--- src/rtl/wb_uart_poller.sv ---
// wb_uart_poller
//   Wishbone classic initiator that services an NS16550-style UART register
//   block without a CPU. It polls ISR, drains RHR into an internal RX FIFO
//   and writes the single-byte TX holding register to THR. Both directions
//   are exposed to fabric logic as valid/ready byte streams.
//
//   Optional feature: define WB_UART_POLLER_TIMEOUT_EN to abort bus cycles
//   that are not acknowledged within TIMEOUT cycles. A timeout sets the
//   sticky bus_err flag. Without the macro, cycles wait for ack forever and
//   bus_err is tied low.
//
//   Ports
//     wb_clk_i, wb_reset_i : clock, synchronous active-high reset
//     wb_adr_o .. wb_ack_i : Wishbone classic initiator (byte lane 0 only)
//     tx_data/valid/ready  : byte stream into the TX holding register
//     rx_data/valid/ready  : byte stream out of the RX FIFO head
//     busy                 : bus cycle in progress (wb_cyc_o)
//     bus_err              : sticky ack-timeout flag
module wb_uart_poller #(
  parameter int unsigned   AW        = 32,
  parameter int unsigned   DW        = 32,
  parameter logic [AW-1:0] BASE_ADDR = '0,
  parameter int unsigned   RX_DEPTH  = 16,
  parameter int unsigned   POLL_GAP  = 64,
  parameter int unsigned   TIMEOUT   = 255
) (
  input  logic            wb_clk_i,
  input  logic            wb_reset_i,
  output logic [AW-1:0]   wb_adr_o,
  output logic [DW-1:0]   wb_dat_o,
  input  logic [DW-1:0]   wb_dat_i,
  output logic            wb_we_o,
  output logic [DW/8-1:0] wb_sel_o,
  output logic            wb_cyc_o,
  output logic            wb_stb_o,
  input  logic            wb_ack_i,
  input  logic [7:0]      tx_data,
  input  logic            tx_valid,
  output logic            tx_ready,
  output logic [7:0]      rx_data,
  output logic            rx_valid,
  input  logic            rx_ready,
  output logic            busy,
  output logic            bus_err
);

  localparam int unsigned   PW       = $clog2(RX_DEPTH);
  localparam int unsigned   GW       = $clog2(POLL_GAP + 1);
  localparam logic [PW:0]   FREE_LIM = (PW+1)'(RX_DEPTH - 1);
  localparam logic [GW-1:0] GAP_LAST = GW'(POLL_GAP - 1);
  localparam logic [AW-1:0] ISR_ADR  = BASE_ADDR | AW'(2);

  typedef enum logic [2:0] {IDLE, RD_ISR, DECIDE, RD_RHR, WR_THR, GAP} state_t;

  state_t          state_q, state_d;
  logic            cyc_q, cyc_d, we_q, we_d;
  logic [AW-1:0]   adr_q, adr_d;
  logic [DW-1:0]   dat_q, dat_d;
  logic [1:0]      isr_q;
  logic            fair_q;
  logic [GW-1:0]   gap_cnt;
  logic [7:0]      hold_data;
  logic            tx_ready_q;
  logic [7:0]      fifo_mem [RX_DEPTH];
  logic [PW-1:0]   wr_ptr, rd_ptr;
  logic [PW:0]     count;
  logic            rx_ok, tx_ok, push, pop, tmo, xfer_done;

  assign rx_ok     = isr_q[0] && (count < FREE_LIM);
  assign tx_ok     = isr_q[1] && !tx_ready_q;
  assign push      = (state_q == RD_RHR) && wb_ack_i;
  assign pop       = rx_valid && rx_ready;
  assign xfer_done = ((state_q == RD_RHR) || (state_q == WR_THR)) && wb_ack_i;

`ifdef WB_UART_POLLER_TIMEOUT_EN
  localparam int unsigned   TW       = $clog2(TIMEOUT + 1);
  localparam logic [TW-1:0] TMO_LAST = TW'(TIMEOUT - 1);
  logic [TW-1:0] tmo_cnt;
  logic          bus_err_q;

  assign tmo     = cyc_q && !wb_ack_i && (tmo_cnt == TMO_LAST);
  assign bus_err = bus_err_q;

  always_ff @(posedge wb_clk_i) begin
    if (wb_reset_i) begin
      tmo_cnt   <= '0;
      bus_err_q <= 1'b0;
    end else begin
      tmo_cnt <= cyc_q ? tmo_cnt + TW'(1) : '0;
      if (tmo) bus_err_q <= 1'b1;
    end
  end
`else
  logic unused_timeout;
  assign tmo            = 1'b0;
  assign bus_err        = 1'b0;
  assign unused_timeout = (TIMEOUT != 0);
`endif

  // Only byte lane 0 of read data matters.
  logic unused_dat;
  assign unused_dat = ^wb_dat_i;

  // State register; bus outputs are registered alongside it.
  always_ff @(posedge wb_clk_i) begin
    if (wb_reset_i) begin
      state_q <= IDLE;
      cyc_q   <= 1'b0;
      we_q    <= 1'b0;
      adr_q   <= BASE_ADDR;
      dat_q   <= '0;
    end else begin
      state_q <= state_d;
      cyc_q   <= cyc_d;
      we_q    <= we_d;
      adr_q   <= adr_d;
      dat_q   <= dat_d;
    end
  end

  // Next-state logic.
  always_comb begin
    state_d = state_q;
    unique case (state_q)
      IDLE:   state_d = RD_ISR;
      RD_ISR: begin
        if (tmo)           state_d = GAP;
        else if (wb_ack_i) state_d = DECIDE;
      end
      DECIDE: begin
        if (rx_ok && tx_ok) state_d = fair_q ? WR_THR : RD_RHR;
        else if (rx_ok)     state_d = RD_RHR;
        else if (tx_ok)     state_d = WR_THR;
        else                state_d = GAP;
      end
      RD_RHR, WR_THR: begin
        if (tmo)           state_d = GAP;
        else if (wb_ack_i) state_d = IDLE;
      end
      GAP:     if (gap_cnt == GAP_LAST) state_d = IDLE;
      default: state_d = IDLE;
    endcase
  end

  // Output logic, decoded from the next state so the registered bus
  // signals change on the same edge as the state.
  always_comb begin
    cyc_d = (state_d == RD_ISR) || (state_d == RD_RHR) || (state_d == WR_THR);
    we_d  = (state_d == WR_THR);
    adr_d = (state_d == RD_ISR) ? ISR_ADR : BASE_ADDR;
    dat_d = (state_d == WR_THR) ? DW'(hold_data) : '0;
  end

  always_ff @(posedge wb_clk_i) begin
    if (wb_reset_i) begin
      isr_q      <= '0;
      fair_q     <= 1'b0;
      gap_cnt    <= '0;
      hold_data  <= '0;
      tx_ready_q <= 1'b1;
      wr_ptr     <= '0;
      rd_ptr     <= '0;
      count      <= '0;
    end else begin
      if ((state_q == RD_ISR) && wb_ack_i) isr_q <= wb_dat_i[1:0];
      if (xfer_done) fair_q <= ~fair_q;
      if ((state_q == GAP) && (gap_cnt != GAP_LAST)) gap_cnt <= gap_cnt + GW'(1);
      else                                           gap_cnt <= '0;

      if (tx_valid && tx_ready_q) begin
        hold_data  <= tx_data;
        tx_ready_q <= 1'b0;
      end else if ((state_q == WR_THR) && wb_ack_i) begin
        tx_ready_q <= 1'b1;
      end

      if (push) wr_ptr <= wr_ptr + PW'(1);
      if (pop)  rd_ptr <= rd_ptr + PW'(1);
      if (push && !pop)      count <= count + (PW+1)'(1);
      else if (pop && !push) count <= count - (PW+1)'(1);
    end
  end

  always_ff @(posedge wb_clk_i) begin
    if (push) fifo_mem[wr_ptr] <= wb_dat_i[7:0];
  end

  assign wb_adr_o = adr_q;
  assign wb_dat_o = dat_q;
  assign wb_we_o  = we_q;
  assign wb_sel_o = (DW/8)'(1);
  assign wb_cyc_o = cyc_q;
  assign wb_stb_o = cyc_q;
  assign busy     = cyc_q;
  assign tx_ready = tx_ready_q;
  assign rx_valid = (count != '0);
  assign rx_data  = fifo_mem[rd_ptr];

endmodule

--- config.mk ---
export PLATFORM = sky130hd
export DESIGN_NAME = wb_uart_poller
export DESIGN_NICKNAME = d
export VERILOG_FILES = /design/src/rtl/wb_uart_poller.sv
export SDC_FILE = /design/constraint.sdc
export NUM_CORES = 1
export LEC_CHECK = 0
export CORE_MARGIN = 1.5
export CORE_UTILIZATION = 55
export CTS_BUF_LIST = sky130_fd_sc_hd__clkbuf_4 sky130_fd_sc_hd__clkbuf_8
export DETAILED_ROUTE_END_ITERATION = 6
export DONT_BUFFER_PORTS = 1
export PLACE_DENSITY = 0.75
export SYNTH_ARGS = -nofsm -noshare
export SYNTH_HDL_FRONTEND = slang
export SYNTH_SLANG_ARGS = --single-unit
--- constraint.sdc ---
create_clock -name wb_clk_i -period 8.2 [get_ports wb_clk_i]
set_clock_uncertainty 0.2 [all_clocks]
set_input_delay 0.82 -clock wb_clk_i [delete_from_list [all_inputs] [get_ports wb_clk_i]]
set_output_delay 0.82 -clock wb_clk_i [all_outputs]
set_load 0.05 [all_outputs]
==> results of run 1 <==
path summary, 6_finish.rpt:
path | depth (start not counted) | to | slack (ns)
worst min register to register | 2 | hold_data[5]$_SDFFE_PP0P_ | 0.25
worst min-delay path | 1 | state_q[1]$_SDFF_PP0_ | 0.21
worst max register to register | 9 | count[4]$_SDFFE_PP0P_ | 4.85
worst max-delay path | 3 | rx_data[4] | 4.62
report_power, final:
group | switching, uW | leakage, uW | internal [uW]
clock network | 335 | 0.000183 | 223
logic | 266 | 0.000871 | 163
registers | 26.7 | 0.00156 | 985
through the flow:
stage	instance area, um^2	std cells	setup slack [ns]
after global routing	7751	666	4.451
after global placement	7375	634	4.961
after CTS	7751	666	4.523
after detailed placement	7375	634	4.913
final	7751	666	4.619
after floorplan	7674	538	5.050
layout by cell type (no fill, tap or decap), drive strengths merged, types with 2 or more instances in the layout:
master    netlist  layout
clkinvlp        0       3
nor2           40      40
and4            3       3
a21o            4       4
inv             7      15
nor2b           2       2
ha             10      10
clkbuf         12      17
clkinv          0       4
nor4            2       2
nand3b          2       2
buf            71       3
a211oi          3       3
o211ai          2       2
o21ai           2       2
xor2           10      10
edfxtp        128     128
conb            2      60
nand3          10      10
and3b           2       2
dfxtp          50      50
and2            9       9
mux2i           5       5
xnor2           4       4
mux4           40      40
a21oi          15      15
nand2b          4       4
nor3            5       5
nand2          16      16
kinds of logic (layout without fill, tap and decap cells):
kind of cell | count (synthesis) | in the layout | synth area share [%]
DFF | 178 | 178 | 64.98
and+or+nand+nor | 106 | 106 | 7.300
buffers and inverters | 90 | 42 | 7.904
muxes | 46 | 46 | 12.90
AOI/OAI and AO/OA | 33 | 33 | 3.222
xor gates and xnor gates | 14 | 14 | 1.644
adders and majority gates | 11 | 11 | 1.947
other | 2 | 60 | 0.1007
cell type report:
cell class	count	area, um^2
clock buffers	17	234.0
clock inverters	15	142.6
fillers	1022	5492
inverters	7	26.28
multi-input cells	270	2260
flip-flops and latches	178	4846
well taps	176	220.2
repair buffers	3	22.52
flip-flops by register name (all words and copies together), names as in the netlist, named ones only:
signal and count:
isr_q 2, fair_q 1, tx_ready 1, fifo_mem 128, count 5, rd_ptr 4, wb_we_o 1, state_q 3
hold_data 8, wr_ptr 4, wb_dat_o 8, wb_adr_o 1, busy 1, gap_cnt 7
metal layers:
| metal | track usage (%) | vias up | part of all wire (%) |
|---|---|---|---|
| met2 | 31.50 | 118 | 52 |
| met3 | 7.136 | 14 | 8.0 |
| li1 | - | 1659 | - |
| met5 | 0 | - | 0 |
| met4 | 7.143 | 0 | 1.1 |
| met1 | 24.08 | 1816 | 39 |
==> out/qor.yml, run 1 <==
outcome: "finished, final reports clean"
synthTopCellsByArea: "edfxtp_1 (52%), dfxtp_1 (13%), mux4_2 (12%), buf_4 (6.4%), nor2_1 (2.0%)"
power_density_nw_per_um2: 257.9
gp_congestion: 0.8054
yosys_warnings: 0
cp_max_fo: 32
synth_top_area_cell: "edfxtp_1"
synth_edf_count: 128
wire_per_inst_um: 19.39
synth_cells: 480
worstReg2RegStart: "count[1]$_SDFFE_PP0P_"
seq_area_frac_synth_pct: 64.98
cp_slowest_cell: "mux4_2"
antenna_found_initial: 0
cp-start-kind: "flip-flop"
num_rows: 42
cts_buffer_depth: 2
synth_commonest_cells: "edfxtp_1 (128), buf_4 (64), dfxtp_1 (50)"
cts_root_buf: "clkbuf_8"
grt_start_max_net_pins: 35
clkTransAtPathRegs_ns: 0.09
fin_tns_setup_ns: 0
critPathMostFrequentCell: "mux4_2"
async_flop_share_pct: 0
cpLargestDelayFamily: "multiplexers"
place.detailed.hpwl_um: 8345
grt_pass1_vias: 3610
drtAntennaViolNets: 0
track_usage_pct: 19.42
postCtsHoldBufs: 0
max_stage_delay_ns: 0.66
viasPerCell: 5.416
synthMostInstantiatedCell: "edfxtp_1"
path_class: "reg -> out"
cts_setup_buffers: 0
slew_viol_final: 0
clock-sinks: 178
cts_tree: "done"
drc: 0
drt_pass1_iterations: 5
critical_path_required_ns: 7.18
core-area_um2: 13240
hold_viol: 0
grt_overflow: 0
hp-start: "wb_reset_i"
whs_ns: 0.2135
port_buffers: 0
synth_area_um2: 7456
cts_buffers: 17
setup_viol: 0
maxCapViolations: 0
worst_pin_slew_ns: 1.155
die_area_um2: 14260
htree_levels: 4
grt_pass1_wl_um: 19870
diodes: 0
critPathArrivalTime_ns: 2.56
start_util_pct: 56.30
die_w_um: 119.4
ir_drop_uv: 167.0
cp-end-kind: "primary output"
min_path_type: "in -> reg"
slew_headroom_pct: 22.74
fin_crit_ns: 3.581
vias: 3607
cts_resized: 0
path_buf_inv: 1
synth_seq_cells: 178
cp_cell_sequence: "buf_4 -> mux4_2 -> mux4_2"
ys.flop_type: "edfxtp_1"
drive_gt1_share_pct: 18.57
power_uw: 1999
total_leakage_power_uw: 0.002612
grt_setup_unrepaired: "false"
syn_to_final_growth_pct: 3.960
num-nets-final: 533
insertion_delay_ns: 0.46
die_height_um: 119.4
yosysTopAreaCellShare_pct: 51.55
io_pins: 128
ys_types: 53
route.final.wire_length_um: 12920
clock.fmax_mhz: 279.3
fin_crit_sh_pct: 43.67
drt_iter0_markers: 420
fin_util_pct: 58.53
avgSynthCellArea_um2: 15.53
Power figures use the tool's default switching activity.
==> run 2, diff against run 1 <==
==> constraint.sdc (replaced) <==
create_clock -name wb_clk_i -period 3.6 [get_ports wb_clk_i]
set_clock_uncertainty 0.2 [all_clocks]
set_input_delay 0.36 -clock wb_clk_i [delete_from_list [all_inputs] [get_ports wb_clk_i]]
set_output_delay 0.36 -clock wb_clk_i [all_outputs]
set_load 0.05 [all_outputs]
==> out/qor.yml, run 2 (synthesized netlist as in run 1, its figures left out) <==
outcome: "finished, final reports clean"
ir_drop_uv: 368.2
syn_to_final_growth_pct: 8.391
cts_buffers: 17
num-nets-final: 569
route.final.wire_length_um: 13370
layout_commonest_cell: "edfxtp_1"
grt_start_max_net_pins: 34
intPower_uw: 3252
slew_headroom_pct: 34.24
power_density_nw_per_um2: 573.3
min_path_type: "in -> reg"
worst_pin_slew_ns: 0.9828
cts_setup_buffers: 0
insertion_delay_ns: 0.45
fin_crit_sh_pct: 91.42
slew_viol_final: 0
cts_buffer_depth: 2
cp_cell_sequence: "or4_1 -> o21ai_1 -> ha_1 -> inv_1 -> fa_1 -> a21o_1 -> a21oi_1 -> mux2i_1 -> mux2_2"
die_height_um: 119.4
grt_overflow: 0
cts_root_buf: "clkbuf_8"
worst_slack_ns: 0.3089
grt_setup_unrepaired: "false"
total_leakage_power_uw: 0.002766
fin_crit_ns: 3.291
max_stage_delay_ns: 0.60
rrSetupSlack_ns: 0.31
hold_viol: 0
largest_reg_flops: 128
dp.cells: 647
pwr-share-seq_pct: 50.4
path_buf_inv: 1
fin_tns_setup_ns: 0
r2r_end: "count[4]$_SDFFE_PP0P_"
clkTransAtPathRegs_ns: 0.08
num_rows: 42
finalNonFillerCells: 701
core-area_um2: 13240
cp-start-kind: "flip-flop"
grt_pass1_vias: 3877
viasPerCell: 5.372
largest-register: "fifo_mem"
antenna_found_initial: 0
io_pins: 128
fin_util_pct: 61.03
cp_max_fo: 5
clock.fmax_mhz: 303.8
holdPathEnd: "gap_cnt[1]$_SDFF_PP0_"
gp_congestion: 0.7361
worstReg2RegStart: "count[1]$_SDFFE_PP0P_"
clock-sinks: 178
whs_path_depth: 2
htree_levels: 4
die_area_um2: 14260
start_util_pct: 56.30
dp_slack_ns: 0.3395
p_sw_uw: 1381
critical_path_required_ns: 3.75
cpLargestDelayFamily: "compound AO/OA/AOI/OAI gates"
cts_tree: "done"
die_w_um: 119.4
cp_slowest_cell: "or4_1"
drt_iter0_markers: 262
grt_pass1_wl_um: 20950
critPathArrivalTime_ns: 3.44
port_buffers: 0
diodes: 0
track_usage_pct: 20.25
startpoint: "count[1]$_SDFFE_PP0P_"
drive_gt1_share_pct: 18.86
maxCapViolations: 0
netSwitchingFraction_pct: 29.80
drtAntennaViolNets: 0
power_uw: 4633
setup_viol: 0
layout_common_cells: "edfxtp_1 (128), conb_1 (60), dfxtp_1 (49)"
place.detailed.hpwl_um: 8630
ff2ff_path_depth: 9
drc: 0
wire_per_inst_um: 19.07
vias: 3766
path_class: "reg -> reg"
drt_pass1_iterations: 4
p_clk_share_pct: 27.8
cp-end-kind: "flip-flop"
p_comb_share_pct: 21.8
hp-start: "wb_reset_i"
-- run 2: power by group through the flow --
stage	Combinational [uW]	Clock [uW]	Sequential (uW)
after floorplan	932	0	2340
after global placement	951	0	2380
after detailed placement	970	0	2390
after CTS	1020	1310	2340
after global routing	1070	1390	2350
final	1010	1290	2340
-- run 2: layer usage --
layer	global-route usage [%]	wire length, um	share of wire (%)
met5	0	0	0
met4	8.333	291	2.2
met3	5.220	821	6.1
met2	34.28	6918	52
met1	24.94	5338	40
-- run 2: layout make-up --
cell class | count | area (um^2)
Fill cell | 1015 | 5161
Clock inverter | 14 | 142.6
Timing Repair Buffer | 39 | 372.9
Multi-Input combinational cell | 270 | 2240
Clock buffer | 17 | 234.0
Sequential cell | 178 | 4846
Inverter | 7 | 26.28
Tap cell | 176 | 220.2
-- run 2: how the worst max path moves through the flow --
stage,endpoint,slack [ns],cells after the start
finish,count[4]$_SDFFE_PP0P_,0.31,9
global route,count[4]$_SDFFE_PP0P_,0.15,9
CTS,count[4]$_SDFFE_PP0P_,0.31,9
detailed placement,count[4]$_SDFFE_PP0P_,0.34,9
global placement,count[4]$_SDFFE_PP0P_,0.41,9
floorplan,count[4]$_SDFFE_PP0P_,0.57,9
-- run 2: timing repair --
action	in CTS	in global routing
hold buffers	23	0
gates resized for setup	0	0
endpoints found under the hold margin	171	0
-- run 2: metrics by stage --
step	area (um^2)	hold WS, ns
2_1_floorplan	7674	0.2176
3_3_place_gp	7465	0.2302
3_5_place_dp	7465	0.2362
4_1_cts	8082	0.01817
5_1_grt	8082	0.06982
6_report	8082	0.04737
-- run 2: worst reg2reg max path: stages (launching register included) --
cell,delay [ns]
dfxtp_1,0.36
or4_1,0.60
o21ai_1,0.31
ha_1,0.24
inv_1,0.11
fa_1,0.43
a21o_1,0.19
a21oi_1,0.19
mux2i_1,0.23
mux2_2,0.35
==> edit 1, RTL diff (settings of run 2) <==
The parameter `POLL_GAP` goes from 64 to 128.
--- a/src/rtl/wb_uart_poller.sv
+++ b/src/rtl/wb_uart_poller.sv
@@ -23,3 +23,3 @@
   parameter int unsigned   RX_DEPTH  = 16,
-  parameter int unsigned   POLL_GAP  = 64,
+  parameter int unsigned   POLL_GAP  = 128,
   parameter int unsigned   TIMEOUT   = 255
Check against the original RTL: no difference found for any inputs over 10 cycles, from zero or initial values and one cycle with wb_reset_i high; that may be too few to reach the edited logic, so the function may still have changed.
==> edit 1 against run 2 <==
Routed wire length rose by 2.4%. Setup slack better by 0.17 ns. Register-to-register slack improved by 0.32 ns. Global-route usage fell by 0.61 points. Die area grew 2.5%. Design area increased by 1.3%. Via count up 5.3%. Fmax is 5.6% higher. Worst hold slack worse by 0.0078 ns. Area after synthesis grew 2.6%. First-iteration DRC count fell by 13%. Sequential cell count up 1. Total power up 4.9%. Critical path type is now register to output port. Critical endpoint is now rx_data[0]. Largest power group unchanged. Highest routed layer unchanged.
==> edit 1: results (changes against run 2) <==
nFillCells: 1024  # +0.89%
totalWireLength_um: 13700  # +2.4%
ys_async_sr_fraction: 0  # unchanged
synth.distinct_cells: 53  # unchanged
antenna_found_initial: 1  # +1
nets: 596  # +4.7%
cts_setup_buffers: 0  # unchanged
numCtsBuffers: 17  # unchanged
grt_pass1_vias: 3936  # +1.5%
synthMuxAreaShare: 0.101  # -0.0281
reg2reg_depth: 9  # unchanged
dpl_cell_area_sq_um: 7560  # +1.3%
p_leak_nw: 2.82  # +1.8%
pre_cts_slack_ns: 0.621  # +0.281 ns
cts_resized: 0  # unchanged
cts_hold_buf: 20  # -13%
drive_gt1_frac: 0.159  # -0.0294
cap_violations: 0  # unchanged
grt_pass1_wl_um: 21100  # +0.73%
yosys_warnings: 0  # unchanged
synthTopCellsByCount: "edfxtp_1, buf_4, dfxtp_1"
numPortBuffers: 0  # unchanged
dp.cells: 677  # +4.6%
synth_edf_count: 128  # unchanged
cp_max_fo: 32  # +27
via_per_inst: 5.43  # +1.1%
largest_reg_flops: 128  # unchanged
status: "finished, final reports clean"
hold_depth: 3  # +1
drtIter0Drc: 229  # -13%
track_usage: 0.196  # -0.00613
cp_data_arrival_time_ns: 2.56  # -0.88 ns
detail_route.wl_per_cell_um: 18.7  # -1.7%
regMostFlops: "fifo_mem"
slew_headroom: 0.254  # -0.0885
ys_seq_area_frac: 0.636  # -0.0135
synth_area_leaders: "edfxtp_1, dfxtp_1, mux4_2"
synth_compound_area_frac: 0.0417  # +0.00951
clk_latency_ns: 0.45  # about the same
holdCritPathClass: "primary input to register"
netlist_instances: 522  # +8.8%
ir_drop_mv: 0.277  # -25%
clkTransAtPathRegs_ns: 0.09
drt_first_pass_iters: 4  # unchanged
synthAdderAreaFrac: 0.0190  # -0.000484
root_buffer: "clkbuf_8"
grt_max_degree: 33  # -2.9%
synth_xor_area_frac: 0.0172  # +0.000736
gp_congestion: 0.770  # +4.6%
dpl.hpwl_um: 8540  # -1.1%
==> edit 1: cell types whose count changed after synthesis, moves of 3 or more <==
cell     change
nand2_1      +8
a22oi_1     +16
nand3_1      +3
inv_1        +3
nand4_1      +3
buf_2        +4
nor2b_1      +3
nor4b_2      +8
mux4_2       -8
xor2_1       +3
==> edit 1: area by class of cell <==
class	count	area (sq um)	area share
Antenna cell	1	2.50	0.000306
Sequential cell	179	4870	0.595
Tap cell	176	220	0.0269
Multi-Input combinational cell	304	2380	0.291
Timing Repair Buffer	28	260	0.0318
Inverter	10	37.5	0.00459
Clock inverter	15	185	0.0226
Clock buffer	17	234	0.0286
==> edit 1: per-layer routing <==
metal	up-vias	global-route usage	routed length (um)
li1	1857	-	-
met1	1999	0.254	5660
met2	99	0.331	7150
met3	10	0.0564	774
met4	0	0.0449	94
met5	-	0	0
==> edit 1: worst paths after layout <==
kind                            slack, ns      endpoint    startpoint
worst max-delay path                 0.48    rx_data[0]      register
worst min-delay path                 0.04     rd_ptr[2]      rx_ready
worst max register to register       0.63      count[4]      count[2]
worst min register to register       0.26  hold_data[3]  hold_data[3]
==> edit 1: power by group <==
group | switching [mW] | total (mW) | internal, mW
Combinational | 0.718 | 1.11 | 0.391
Clock | 0.778 | 1.43 | 0.653
Sequential | 0.0603 | 2.32 | 2.26
==> edit 1: worst max-delay path, stage by stage (launching register included) <==
cell and delay [ns]:
dfxtp_2 0.32, buf_4 0.52, mux4_2 0.60, a22oi_1 0.27, nand2_1 0.39
==> edit 1: cell families after synthesis <==
kind of cell,Yosys count
AOI/OAI and AO/OA,47
muxes,37
buffers and inverters,97
other,2
and+or+nand+nor,134
xor gates and xnor gates,15
adders and majority gates,11
DFF,179
==> edit 2, RTL diff (flow settings as in run 2) <==
Made on the original files. `dat_q` no longer has a reset.
--- a/src/rtl/wb_uart_poller.sv
+++ b/src/rtl/wb_uart_poller.sv
@@ -110,3 +110,2 @@
       adr_q   <= BASE_ADDR;
-      dat_q   <= '0;
     end else begin
@@ -116,4 +115,7 @@
       adr_q   <= adr_d;
-      dat_q   <= dat_d;
     end
+  end
+
+  always_ff @(posedge wb_clk_i) begin
+    dat_q <= dat_d;
   end
Check against the original RTL: differs if wb_reset_i is asserted again (counterexample within 4 cycles, from zero or initial values and one cycle with wb_reset_i high); with wb_reset_i held inactive, the same outputs for 10 cycles.
==> edit 2 against run 2 <==
Area after synthesis increased by 1.7%. Total power up 0.84%. Design area grew 0.63%. Sequential cell count unchanged. Core utilization down 0.096 points. Sequential share of layout area decreased by 0.38 points. Clock power fell by 3%. Largest power group unchanged. Routed wire length down 3.1%. First-iteration DRC count rose by 52%. Setup slack better by 0.093 ns.
==> edit 2: results (changes against run 2) <==
cts_buffer_depth: 2  # unchanged
tightest_slew_ns: 1.10  # +0.116 ns
max_stage_delay_ns: 0.66  # +0.06 ns
numPortBuffers: 0  # unchanged
synth.distinct_cells: 47  # -11%
cpMaxStageDelayCell: "dfxtp_2"
clk_latency_ns: 0.45  # about the same
drt_first_pass_iters: 4  # unchanged
synth_edf_count: 128  # unchanged
drtIter0Drc: 397  # +52%
num_antenna_cells: 0  # unchanged
stdcell_count: 711  # +1.4%
grt_pass1_vias: 3679  # -5.1%
regMostFlops: "fifo_mem"
ys_seq_area_frac: 0.639  # -0.0107
cp_data_arrival_time_ns: 2.64  # -0.80 ns
setup_tns_ns: 0  # unchanged
switching_power_mw: 1.40  # +1.6%
yosys_warnings: 0  # unchanged
synthTopCellsByCount: "edfxtp_1, buf_4, dfxtp_1"
nets: 578  # +1.6%
cp_max_fo: 18  # +13
ir_drop_mv: 0.520  # +41%
antenna_found_initial: 0  # unchanged
dp.cells: 659  # +1.9%
vias: 3770  # +0.11%
grt_max_degree: 33  # -2.9%
grt_pass1_wl_um: 20200  # -3.6%
track_usage: 0.191  # -0.0116
synth_area_leaders: "edfxtp_1, dfxtp_1, mux4_1"
p_leak_nw: 2.83  # +2.4%
gp_congestion: 0.785  # +6.6%
cts_setup_buffers: 0  # unchanged
htree_levels: 4  # unchanged
root_buffer: "clkbuf_8"
totalWireLength_um: 13000  # -3.1%
holdCritPathClass: "primary input to register"
dpl.hpwl_um: 8370  # -3.0%
dpl_cell_area_sq_um: 7560  # +1.3%
largest_reg_flops: 128  # unchanged
ys_async_sr_fraction: 0  # unchanged
avgSynthCellArea_sq_um: 15.4  # -0.60%
drive_gt1_frac: 0.135  # -0.0540
synthFlopType: "edfxtp_1"
numCtsBuffers: 17  # unchanged
status: "finished, final reports clean"
clkTransAtPathRegs_ns: 0.09
[edit 2: cell types whose count changed after synthesis, moves of 5 or more]
cell      delta
mux4_1      +24
mux4_2      -24
nand2_1      +7
nor2_1       +6
clkbuf_1     -5
[edit 2: path summary, 6_finish.rpt]
path | from | end | slack (ns) | cells past startpoint
worst max-delay path | register | rx_data[1] | 0.40 | 3
worst min-delay path | wb_ack_i | state_q[2] | 0.08 | 3
worst max register to register | count[1] | count[4] | 0.49 | 10
worst min register to register | gap_cnt[0] | gap_cnt[0] | 0.25 | 1
[edit 2: cell families (layout without fill, tap and decap cells)]
logic type                 after synthesis  in the layout  synth area share
AOI/OAI and AO/OA                       30             30            0.0284
xor gates and xnor gates                14             14            0.0162
adders and majority gates               11             11            0.0191
buffers and inverters                   93             79            0.0838
muxes                                   47             47             0.140
and+or+nand+nor                        116            116            0.0721
DFF                                    178            178             0.639
other                                    2             60          0.000991
[edit 2: routing by layer]
layer,vias to the layer above,GRT usage,routed length [um]
met5,-,0,0
met4,0,0.0603,246
met3,22,0.0533,676
met2,117,0.298,6460
met1,1867,0.263,5570
li1,1764,-,-
[edit 2: critical path, delay by kind of cell (launching register included)]
family	cells	cell delay (ns)
multiplexers	2	1.26
buffers and inverters	1	0.25
flip-flops	1	0.66
[edit 2: area by class of cell]
class	count	area, sq um
fill	999	5220
sequential	178	4850
multi-input combinational	278	2320
timing repair buffer	37	340
clock buffer	22	284
tap	176	220
clock inverter	10	86.3
inverter	10	37.5
[edit 2: power groups by stage]
stage	clock, mW	sequential [mW]	combinational (mW)
final	1.25	2.35	1.07
after global routing	1.37	2.36	1.16
after CTS	1.29	2.35	1.08
after detailed placement	0	2.40	1.04
after global placement	0	2.39	1.02
after floorplan	0	2.35	1.04
[edit 2: timing repair]
item / 4_1_cts / 5_1_grt
endpoints found under the hold margin: 167 / 0
hold buffers: 20 / 0
resized for setup: 0 / 0
[edit 2: metrics by stage]
step           setup slack (ns)  hold WS, ns   util  power, mW
2_1_floorplan             0.846        0.213      -       3.39
3_3_place_gp              0.574        0.226  0.567       3.41
3_5_place_dp              0.509        0.232  0.567       3.44
4_1_cts                   0.333       0.0356  0.609       4.72
5_1_grt                   0.163       0.0521  0.609       4.89
6_report                  0.402       0.0751  0.609       4.67
